`src/rtl/letter_pkg.sv`:
```
// Shared letter-code types and raster widths for the letter rendering path
// (letter_cell_sequencer, letter_buffer and draw_letter).
package letter_pkg;

  localparam int CODE_W   = 6;
  localparam int HCOUNT_W = 11;
  localparam int VCOUNT_W = 10;

  typedef logic [CODE_W-1:0] letter_code_t;

  localparam letter_code_t BLANK_CODE = 6'd63;

  function automatic logic is_blank(input letter_code_t code);
    return code == BLANK_CODE;
  endfunction

endpackage

```
`src/rtl/letter_buffer.sv`:
```
// Shadow/display double buffer of letter codes: writes land in the shadow copy,
// a commit strobe copies the whole shadow into the display copy read by the raster.
module letter_buffer
  import letter_pkg::*;
#(
  parameter int NUM_CELLS = 8,
  parameter int IDX_W     = (NUM_CELLS > 1) ? $clog2(NUM_CELLS) : 1
) (
  input  logic               clk_i,
  input  logic               rst_ni,
  input  logic               wr_en_i,
  input  logic [IDX_W-1:0]   wr_index_i,
  input  letter_code_t       wr_code_i,
  input  logic               commit_i,
  input  logic [IDX_W-1:0]   rd_index_i,
  output letter_code_t       rd_code_o
);

  localparam logic [IDX_W:0] NUM_CELLS_EXT = NUM_CELLS[IDX_W:0];

  letter_code_t shadow_q  [NUM_CELLS];
  letter_code_t display_q [NUM_CELLS];

  logic wr_in_range;
  logic rd_in_range;

  // Out-of-range indices only arise when NUM_CELLS is not a power of two.
  assign wr_in_range = {1'b0, wr_index_i} < NUM_CELLS_EXT;
  assign rd_in_range = {1'b0, rd_index_i} < NUM_CELLS_EXT;

  always_ff @(posedge clk_i or negedge rst_ni) begin
    if (!rst_ni) begin
      for (int i = 0; i < NUM_CELLS; i++) begin
        shadow_q[i]  <= BLANK_CODE;
        display_q[i] <= BLANK_CODE;
      end
    end else begin
      if (wr_en_i && wr_in_range) begin
        shadow_q[wr_index_i] <= wr_code_i;
      end
      if (commit_i) begin
        for (int i = 0; i < NUM_CELLS; i++) begin
          display_q[i] <= shadow_q[i];
        end
      end
    end
  end

  assign rd_code_o = rd_in_range ? display_q[rd_index_i] : BLANK_CODE;

endmodule

```
`src/rtl/letter_cell_sequencer.sv`:
```
// Raster-driven feeder for draw_letter: walks a line of NUM_CELLS letter cells and
// emits code/origin per pixel with 2-cycle latency. LETTER_SCROLL_EN adds scrolling.
module letter_cell_sequencer
  import letter_pkg::*;
#(
  parameter int WIDTH         = 119,
  parameter int HEIGHT        = 82,
  parameter int NUM_CELLS     = 8,
  parameter int ORIGIN_X      = 16,
  parameter int ORIGIN_Y      = 256,
  parameter int SCROLL_FRAMES = 30,
  parameter int CELL_W        = (NUM_CELLS > 1) ? $clog2(NUM_CELLS) : 1
) (
  input  logic                pixel_clk_in,
  input  logic                rst_in,
  input  logic [HCOUNT_W-1:0] hcount_in,
  input  logic [VCOUNT_W-1:0] vcount_in,
  input  logic                wr_valid_in,
  output logic                wr_ready_out,
  input  logic [CELL_W-1:0]   wr_index_in,
  input  letter_code_t        wr_code_in,
  output letter_code_t        select_letter_out,
  output logic [HCOUNT_W-1:0] x_out,
  output logic [VCOUNT_W-1:0] y_out,
  output logic                cell_active_out,
  output logic [HCOUNT_W-1:0] hcount_out,
  output logic [VCOUNT_W-1:0] vcount_out
);

  localparam int PX_W = (WIDTH > 1) ? $clog2(WIDTH) : 1;

  localparam logic [PX_W-1:0]     PX_LAST   = PX_W'(WIDTH - 1);
  localparam logic [CELL_W-1:0]   CELL_LAST = CELL_W'(NUM_CELLS - 1);
  localparam logic [HCOUNT_W-1:0] X_START   = HCOUNT_W'(ORIGIN_X);
  localparam logic [HCOUNT_W-1:0] X_STEP    = HCOUNT_W'(WIDTH);
  localparam logic [VCOUNT_W-1:0] Y_TOP     = VCOUNT_W'(ORIGIN_Y);
  localparam logic [VCOUNT_W-1:0] Y_BOT     = VCOUNT_W'(ORIGIN_Y + HEIGHT - 1);

  logic commit;
  logic wr_fire;
  logic row_hit;
  logic start_hit;
  logic h_contig;

  logic                active_q, active_d;
  logic [PX_W-1:0]     px_cnt_q, px_cnt_d;
  logic [CELL_W-1:0]   cell_q,   cell_d;
  logic [HCOUNT_W-1:0] x_acc_q,  x_acc_d;
  logic [HCOUNT_W-1:0] h1_q;
  logic [VCOUNT_W-1:0] v1_q;

  logic [CELL_W-1:0] rd_index;
  letter_code_t      rd_code;

  assign commit       = (hcount_in == '0) && (vcount_in == '0);
  // Refusing writes on the commit cycle keeps the shadow stable while it is copied.
  assign wr_ready_out = rst_in && !commit;
  assign wr_fire      = wr_valid_in && wr_ready_out;

  assign row_hit   = (vcount_in >= Y_TOP) && (vcount_in <= Y_BOT);
  assign start_hit = (hcount_in == X_START) && row_hit;
  assign h_contig  = (hcount_in == h1_q + HCOUNT_W'(1));

  letter_buffer #(
    .NUM_CELLS (NUM_CELLS),
    .IDX_W     (CELL_W)
  ) u_buffer (
    .clk_i      (pixel_clk_in),
    .rst_ni     (rst_in),
    .wr_en_i    (wr_fire),
    .wr_index_i (wr_index_in),
    .wr_code_i  (wr_code_in),
    .commit_i   (commit),
    .rd_index_i (rd_index),
    .rd_code_o  (rd_code)
  );

`ifdef LETTER_SCROLL_EN
  localparam int FR_W = (SCROLL_FRAMES > 1) ? $clog2(SCROLL_FRAMES) : 1;
  localparam logic [FR_W-1:0]   FR_LAST       = FR_W'(SCROLL_FRAMES - 1);
  localparam logic [CELL_W:0]   NUM_CELLS_EXT = NUM_CELLS[CELL_W:0];

  logic [FR_W-1:0]   frame_q;
  logic [CELL_W-1:0] scroll_q;
  logic [CELL_W:0]   rd_sum;

  always_ff @(posedge pixel_clk_in or negedge rst_in) begin
    if (!rst_in) begin
      frame_q  <= '0;
      scroll_q <= '0;
    end else if (commit) begin
      if (frame_q == FR_LAST) begin
        frame_q  <= '0;
        scroll_q <= (scroll_q == CELL_LAST) ? '0 : scroll_q + CELL_W'(1);
      end else begin
        frame_q <= frame_q + FR_W'(1);
      end
    end
  end

  // Both operands are below NUM_CELLS, so one conditional subtract is a full modulo.
  assign rd_sum   = {1'b0, cell_q} + {1'b0, scroll_q};
  assign rd_index = (rd_sum >= NUM_CELLS_EXT) ? CELL_W'(rd_sum - NUM_CELLS_EXT)
                                              : rd_sum[CELL_W-1:0];
`else
  assign rd_index = cell_q;
`endif

  always_comb begin
    active_d = active_q;
    px_cnt_d = px_cnt_q;
    cell_d   = cell_q;
    x_acc_d  = x_acc_q;
    if (start_hit) begin
      active_d = 1'b1;
      px_cnt_d = '0;
      cell_d   = '0;
      x_acc_d  = X_START;
    end else if (active_q) begin
      // A jump in hcount (line wrap, retrace) ends the run until the next start hit.
      if (!h_contig) begin
        active_d = 1'b0;
      end else if (px_cnt_q == PX_LAST) begin
        px_cnt_d = '0;
        if (cell_q == CELL_LAST) begin
          active_d = 1'b0;
        end else begin
          cell_d  = cell_q + CELL_W'(1);
          x_acc_d = x_acc_q + X_STEP;
        end
      end else begin
        px_cnt_d = px_cnt_q + PX_W'(1);
      end
    end
  end

  always_ff @(posedge pixel_clk_in or negedge rst_in) begin
    if (!rst_in) begin
      active_q <= 1'b0;
      px_cnt_q <= '0;
      cell_q   <= '0;
      x_acc_q  <= '0;
      h1_q     <= '0;
      v1_q     <= '0;
    end else begin
      active_q <= active_d;
      px_cnt_q <= px_cnt_d;
      cell_q   <= cell_d;
      x_acc_q  <= x_acc_d;
      h1_q     <= hcount_in;
      v1_q     <= vcount_in;
    end
  end

  always_ff @(posedge pixel_clk_in or negedge rst_in) begin
    if (!rst_in) begin
      select_letter_out <= BLANK_CODE;
      x_out             <= '0;
      y_out             <= '0;
      cell_active_out   <= 1'b0;
      hcount_out        <= '0;
      vcount_out        <= '0;
    end else begin
      select_letter_out <= active_q ? rd_code : BLANK_CODE;
      x_out             <= active_q ? x_acc_q : '0;
      y_out             <= active_q ? Y_TOP : '0;
      cell_active_out   <= active_q;
      hcount_out        <= h1_q;
      vcount_out        <= v1_q;
    end
  end

endmodule

```
`config.mk`:
```
export PLATFORM = sky130hd
export DESIGN_NAME = letter_cell_sequencer
export DESIGN_NICKNAME = d
export VERILOG_FILES = /design/src/rtl/letter_pkg.sv /design/src/rtl/letter_buffer.sv /design/src/rtl/letter_cell_sequencer.sv
export SDC_FILE = /design/constraint.sdc
export NUM_CORES = 1
export LEC_CHECK = 0
export ABC_AREA = 1
export BUFFER_PORTS_ARGS = -buffer_cell sky130_fd_sc_hd__buf_2
export CAP_MARGIN = 15
export CORE_ASPECT_RATIO = 1.1
export CORE_MARGIN = 10
export CORE_UTILIZATION = 31
export CTS_CLUSTER_SIZE = 8
export DETAILED_ROUTE_END_ITERATION = 10
export SYNTH_ARGS = -nofsm -noshare
export SYNTH_HDL_FRONTEND = slang
export SYNTH_SLANG_ARGS = --single-unit
```
`constraint.sdc`:
```
create_clock -name pixel_clk_in -period 2.1 [get_ports pixel_clk_in]
set_input_delay 0.21 -clock pixel_clk_in [delete_from_list [all_inputs] [get_ports pixel_clk_in]]
set_output_delay 0.21 -clock pixel_clk_in [all_outputs]
set_load 0.01 [all_outputs]
```
======== Word level (Yosys, flattened, before mapping) ========
Index checks and enable logic that the tools add are counted.
storage, ports and cells
  bits in registers ....................... 187
  word-level logic and storage cells ...... 86
operators by class
  add/subtract/negate cells ............... 4
  order comparisons ....................... 5
  eq/ne operators ......................... 5
  multiplexer cells ....................... 28
  bitwise operators ....................... 2
  reduce and logical (&&, ||, !) cells .... 14
operators by type and width
  cell                   count
  $mux 11                6
  $bwmux 48              1
  $mux 7                 4
  $mux 6                 4
  $bmux 6 s3             1
  $demux 6 s3            1
  $mux 3                 5
  $add 11x1->11 const B  1
  $add 11x7->11 const B  1
  $eq 11x11->1           1
  $eq 11x5->1 const B    1
  $logic_not 11->1       1
  $ge 10x9->1 const B    1
  $le 10x9->1 const B    1
  $logic_not 10->1       1
  $mux 9                 1
  $ge 4x4->1 const B     2
  $not 3->4              2
  $add 7x1->7 const B    1
  $eq 7x7->1 const B     1
  $logic_and 1x1->1      6
  $reduce_bool 2->1      3
  $mux 1                 5
  $lt 4x1->1 const B     1
  6 further kinds        6

======== Logic depth before layout (Yosys ltp) ========
  depth after elaboration ................. 6
  mapped depth ............................ 16
  gate-level depth less buffers ........... 15

======== Hierarchy ========
From an unflattened synthesis, not the netlist that was laid out.
unflattened totals
  cells, all modules ...................... 945
  area, all modules ....................... 8204.1 µm²
by module, submodules not included
  module                 instances  cells each  area each (µm²)  seq. area each (µm²)
  letter_buffer          1          495         4284.1           2522.4
  letter_cell_sequencer  1          450         3920.0           2059.5

======== Worst setup path after synthesis ========
Ideal clock, no wire load.
  path type ............................... register -> register
  start ................................... register h1_q[0]
  end ..................................... register x_acc_q[6]
  library setup time ...................... 117 ps
  arrival ................................. 1708 ps
  setup slack ............................. 275 ps
  stages on the path, launching flop included .. 15
  buffers on the path ..................... 1
  clock period less this slack ............ 1825 ps
  cells stage by stage .................... dfrtp_1 > ha_1 > nand2_1 > nand2_1 > nand2_1 > nand2_1 > nor2_1 > nand2_1 > nor2_1 > nand3_2 > nand2_4 > nand3_4 > buf_6 > nand2_1 > o21ai_2
on the way
  word-level cells in the longest chain between the ends .. 4
ends and longest elaborated chain
  what                         RTL line                      source
  start: declaration           letter_cell_sequencer.sv:49   logic [HCOUNT_W-1:0] h1_q;
  start signal: assignment     letter_cell_sequencer.sv:150  h1_q <= hcount_in;
  $add 11x1->11                letter_cell_sequencer.sv:62   assign h_contig = (hcount_in == h1_q + HCOUNT_W'(1));
  $eq 11x11->1                 letter_cell_sequencer.sv:62
  $reduce_bool 2->1 (no line)  n/a
  $reduce_and 4->1 (no line)   n/a
  end signal: assignment       letter_cell_sequencer.sv:142  x_acc_q <= '0;
  end signal: assignment       letter_cell_sequencer.sv:149  x_acc_q <= x_acc_d;
  end: declaration             letter_cell_sequencer.sv:48   logic [HCOUNT_W-1:0] x_acc_q, x_acc_d;
No other way between the ends.
A chain may end at the register's enable or synchronous reset.

======== Worst setup path after layout ========
  start ................................... input hcount_in[1]
  end ..................................... register cell_q[0]
on the way
  word-level cells in the longest chain between the ends .. 4
ends and longest elaborated chain
  what                                                       RTL line                      source
  start: declaration                                         letter_cell_sequencer.sv:16   input logic [HCOUNT_W-1:0] hcount_in,
  $eq 11x5->1                                                letter_cell_sequencer.sv:61   assign start_hit = (hcount_in == X_START) && row_hit;
  $logic_and 1x1->1                                          letter_cell_sequencer.sv:61
  $ne 2x2->1 (no line) or $reduce_bool 2->1 (tied branches)  n/a
  $reduce_and 4->1 (no line)                                 n/a
  end signal: assignment                                     letter_cell_sequencer.sv:148  cell_q <= cell_d;
  end: declaration                                           letter_cell_sequencer.sv:47   logic [CELL_W-1:0] cell_q, cell_d;
Several ways; a longest one is shown, not always the timed one.

==> impl_metrics.tcl <==
set metrics [dict create \
    status "finished clean" \
    final.setup.worst_slack_ns 0.1096 \
    min_path_type "in -> async" \
    rows 61 \
    r2r-end "x_acc_q[10]" \
    num_vias 5768 \
    ios 83 \
    grt_pass1_wl_mm 29.61 \
    wl_mm 17.78 \
    core_area_um2 25190 \
    path_class "in -> reg" \
    postRouteAntennaNets 0 \
    htreeDepth 4 \
    crit_path_max_fanout 12 \
    r2r_slack_ns 0.13 \
    setup_viol 0 \
    grt.total_usage_pct 11.34 \
    dp_slack_ns -0.03319 \
    maxCapViolations 0 \
    slew_violations 0 \
    routed_via_density 4.535 \
    dp_hpwl_mm 11.78 \
    crit_end "cell_q[0]" \
    synth_edf_count 0 \
    setup_tns_ns 0 \
    required_ns 2.42 \
    grt_pass1_vias 5759 \
    worstSetupEndpointType "register" \
    synthTopCellsByCount "220 x nand2_1, 102 x dfstp_2, 99 x inv_1" \
    cts_buffer_depth 2 \
    cp_slowest_cell "dlygate4sd3_1" \
    async_flop_share_pct 100.0 \
    cp_cell_sequence "dlygate4sd3_1 -> buf_2 -> inv_1 -> nand3_1 -> nor2_2 -> and3_2 -> nand2_4 -> nand2_4 -> buf_4 -> nand4_1 -> nand2_1 -> inv_1" \
    root_buffer "clkbuf_16" \
    tightest_slew_ns 0.9210 \
    post-route-util_pct 38.04 \
    chipWidth_um 172.4 \
    port-buffer-count 73 \
    ys.flop_type "dfstp_2" \
    fp.dieH_um 187.6 \
    ys_seq_area_share_pct 57.87 \
    critPathLaunch "hcount_in[1]" \
    post-route-period-util_pct 94.78 \
    syn-instance-count 841 \
    reg2reg_depth 13 \
    cp.arrival_ns 2.32 \
    drc 0 \
    tritoncts "built" \
    netlist.area_leader.share_pct 33.85 \
    leakage_nw 4.646 \
    synth_area_um2 7918 \
    finClkSkew_ns 0.01220 \
    firstDrtPassIters 4 \
    crit_path_max_incr_delay_ns 0.54 \
    max_freq_mhz 502.4 \
    synthDistinctLibCells 38 \
    min_period_ns 1.990 \
    syn_avg_cell_area_um2 9.414 \
    clk_pin_slew_ns 0.07 \
    r2r-start "h1_q[1]" \
    yosysMostFrequentCell "nand2_1" \
    area_growth_pct 21.02 \
    drt_iter0_markers 389 \
    yosys-top-cells-area "dfstp_2 34%, dfrtp_1 24%, nand2_1 10%" \
    start_util_pct 31.44 \
    die_area_um2 32340 \
    cts.sinks 178 \
    wl_per_cell_um 13.97 \
    powerDensity_nw_per_um2 797.0 \
    cts_inserted_buffers 17 \
    place_inst 1213 \
    overflow 0 \
    whs_ns 0.009151 \
    synth_area_leader_cell "dfstp_2" \
    drive_gt1_share_pct 31.97 \
    cp-start-kind "input pin" \
    antenna_found_initial 0 \
    relSlewSlack_pct 38.60 \
    synth_warnings 0 \
    stdcell_count 1272 \
    vdd_drop_max_uv 397.9 \
    layout.nets 983 \
    clock_latency_ns 0.44 \
    synth_seq_cells 178 \
    grt_max_degree 179 \
    hold_viol_final 0 \
    place_congestion 0.8256 \
    diodes 0 \
]
[worst min-delay path by stage]
stage / slack (ns) / startpoint / depth (start not counted) / endpoint
after floorplan: -0.09 / rst_in / 0 / active_q
after global placement: 0.33 / v1_q[0] / 0 / vcount_out[0]
after detailed placement: 0.33 / v1_q[6] / 0 / vcount_out[6]
after CTS: 0.02 / rst_in / 2 / v1_q[5]
after global routing: 0.07 / rst_in / 2 / px_cnt_q[0]
final: 0.009 / rst_in / 2 / px_cnt_q[0]
[what timing repair did]
action                                  CTS  global route
endpoints found under the setup margin   13            45
buffers inserted                          0             2
hold buffers                             21             0
gates resized for setup                   1            22
pin swaps                                 0             8
hold endpoints to repair                 21             0
gates cloned                              1             3
[layer usage]
layer	vias up	track usage (%)	part of all wire (%)
li1	2885	-	-
met5	-	0	0
met3	12	3.466	6.1
met2	133	17.95	47
met4	0	3.120	1.0
met1	2738	14.59	46
[cells by family after synthesis]
family / share of synthesized area (%)
other: 0.04736
adders and majority gates: 0.9481
DFF: 57.87
muxes: 5.120
and+or+nand+nor: 19.85
buffers and inverters: 7.822
AOI/OAI and AO/OA: 7.570
xor gates and xnor gates: 0.7744
[worst max-delay path, delay by kind of cell]
family | cells | cell delay (ns)
and+or+nand+nor | 7 | 1.10
buffers and inverters | 5 | 1.00
[cell usage in the layout (no fill, tap or decap), types with 3 or more instances in the layout]
cell,Yosys,layout
nor2_1,38,32
nand3_1,62,59
nand2_4,3,3
buf_4,13,15
nand3_4,1,3
nor2_4,2,4
nor3_1,8,6
xor2_1,4,4
nand2_1,220,218
nand4_1,11,11
dfstp_2,102,102
nand3_2,2,6
ha_1,6,5
clkbuf_16,0,17
clkinv_4,0,3
a21oi_1,34,34
inv_1,99,99
buf_2,10,72
xnor2_1,3,3
inv_8,0,4
o21ai_1,16,16
clkinv_8,0,5
o21ai_2,8,8
dlygate4sd3_1,0,21
nand2_2,3,5
o21ai_0,53,53
mux2_2,36,36
conb_1,1,9
nor2_2,2,6
dfrtp_1,76,75
[area by class of cell]
type,instances,area [um2]
clock inverters,15,186.4
fillers,2513,15610
well taps,315,394.1
inverters,101,379.1
multi-input cells,535,2888
clock buffers,17,425.4
repair buffers,111,725.7
flip-flops and latches,178,4583
[through the flow]
stage | power, W | instance area [um2]
after floorplan | 0.004236 | 7948
after global placement | 0.004439 | 8607
after detailed placement | 0.004460 | 8607
after CTS | 0.007713 | 9447
after global routing | 0.007987 | 9582
final | 0.007637 | 9582
[power by group]
group | internal, W | switching [W]
Combinational | 0.000200 | 0.000323
Clock | 0.00162 | 0.00158
Sequential | 0.00380 | 0.000116
[flip-flops by register name, indices dropped and copies added (netlist names), 3 cells and up]
register / count
u_buffer.display_q: 48
u_buffer.shadow_q: 48
h1_q: 11
hcount_out: 11
x_acc_q: 11
x_out: 11
v1_q: 10
vcount_out: 10
px_cnt_q: 7
select_letter_out: 6
cell_q: 3
Note: power is estimated with default switching activity, not from simulation.
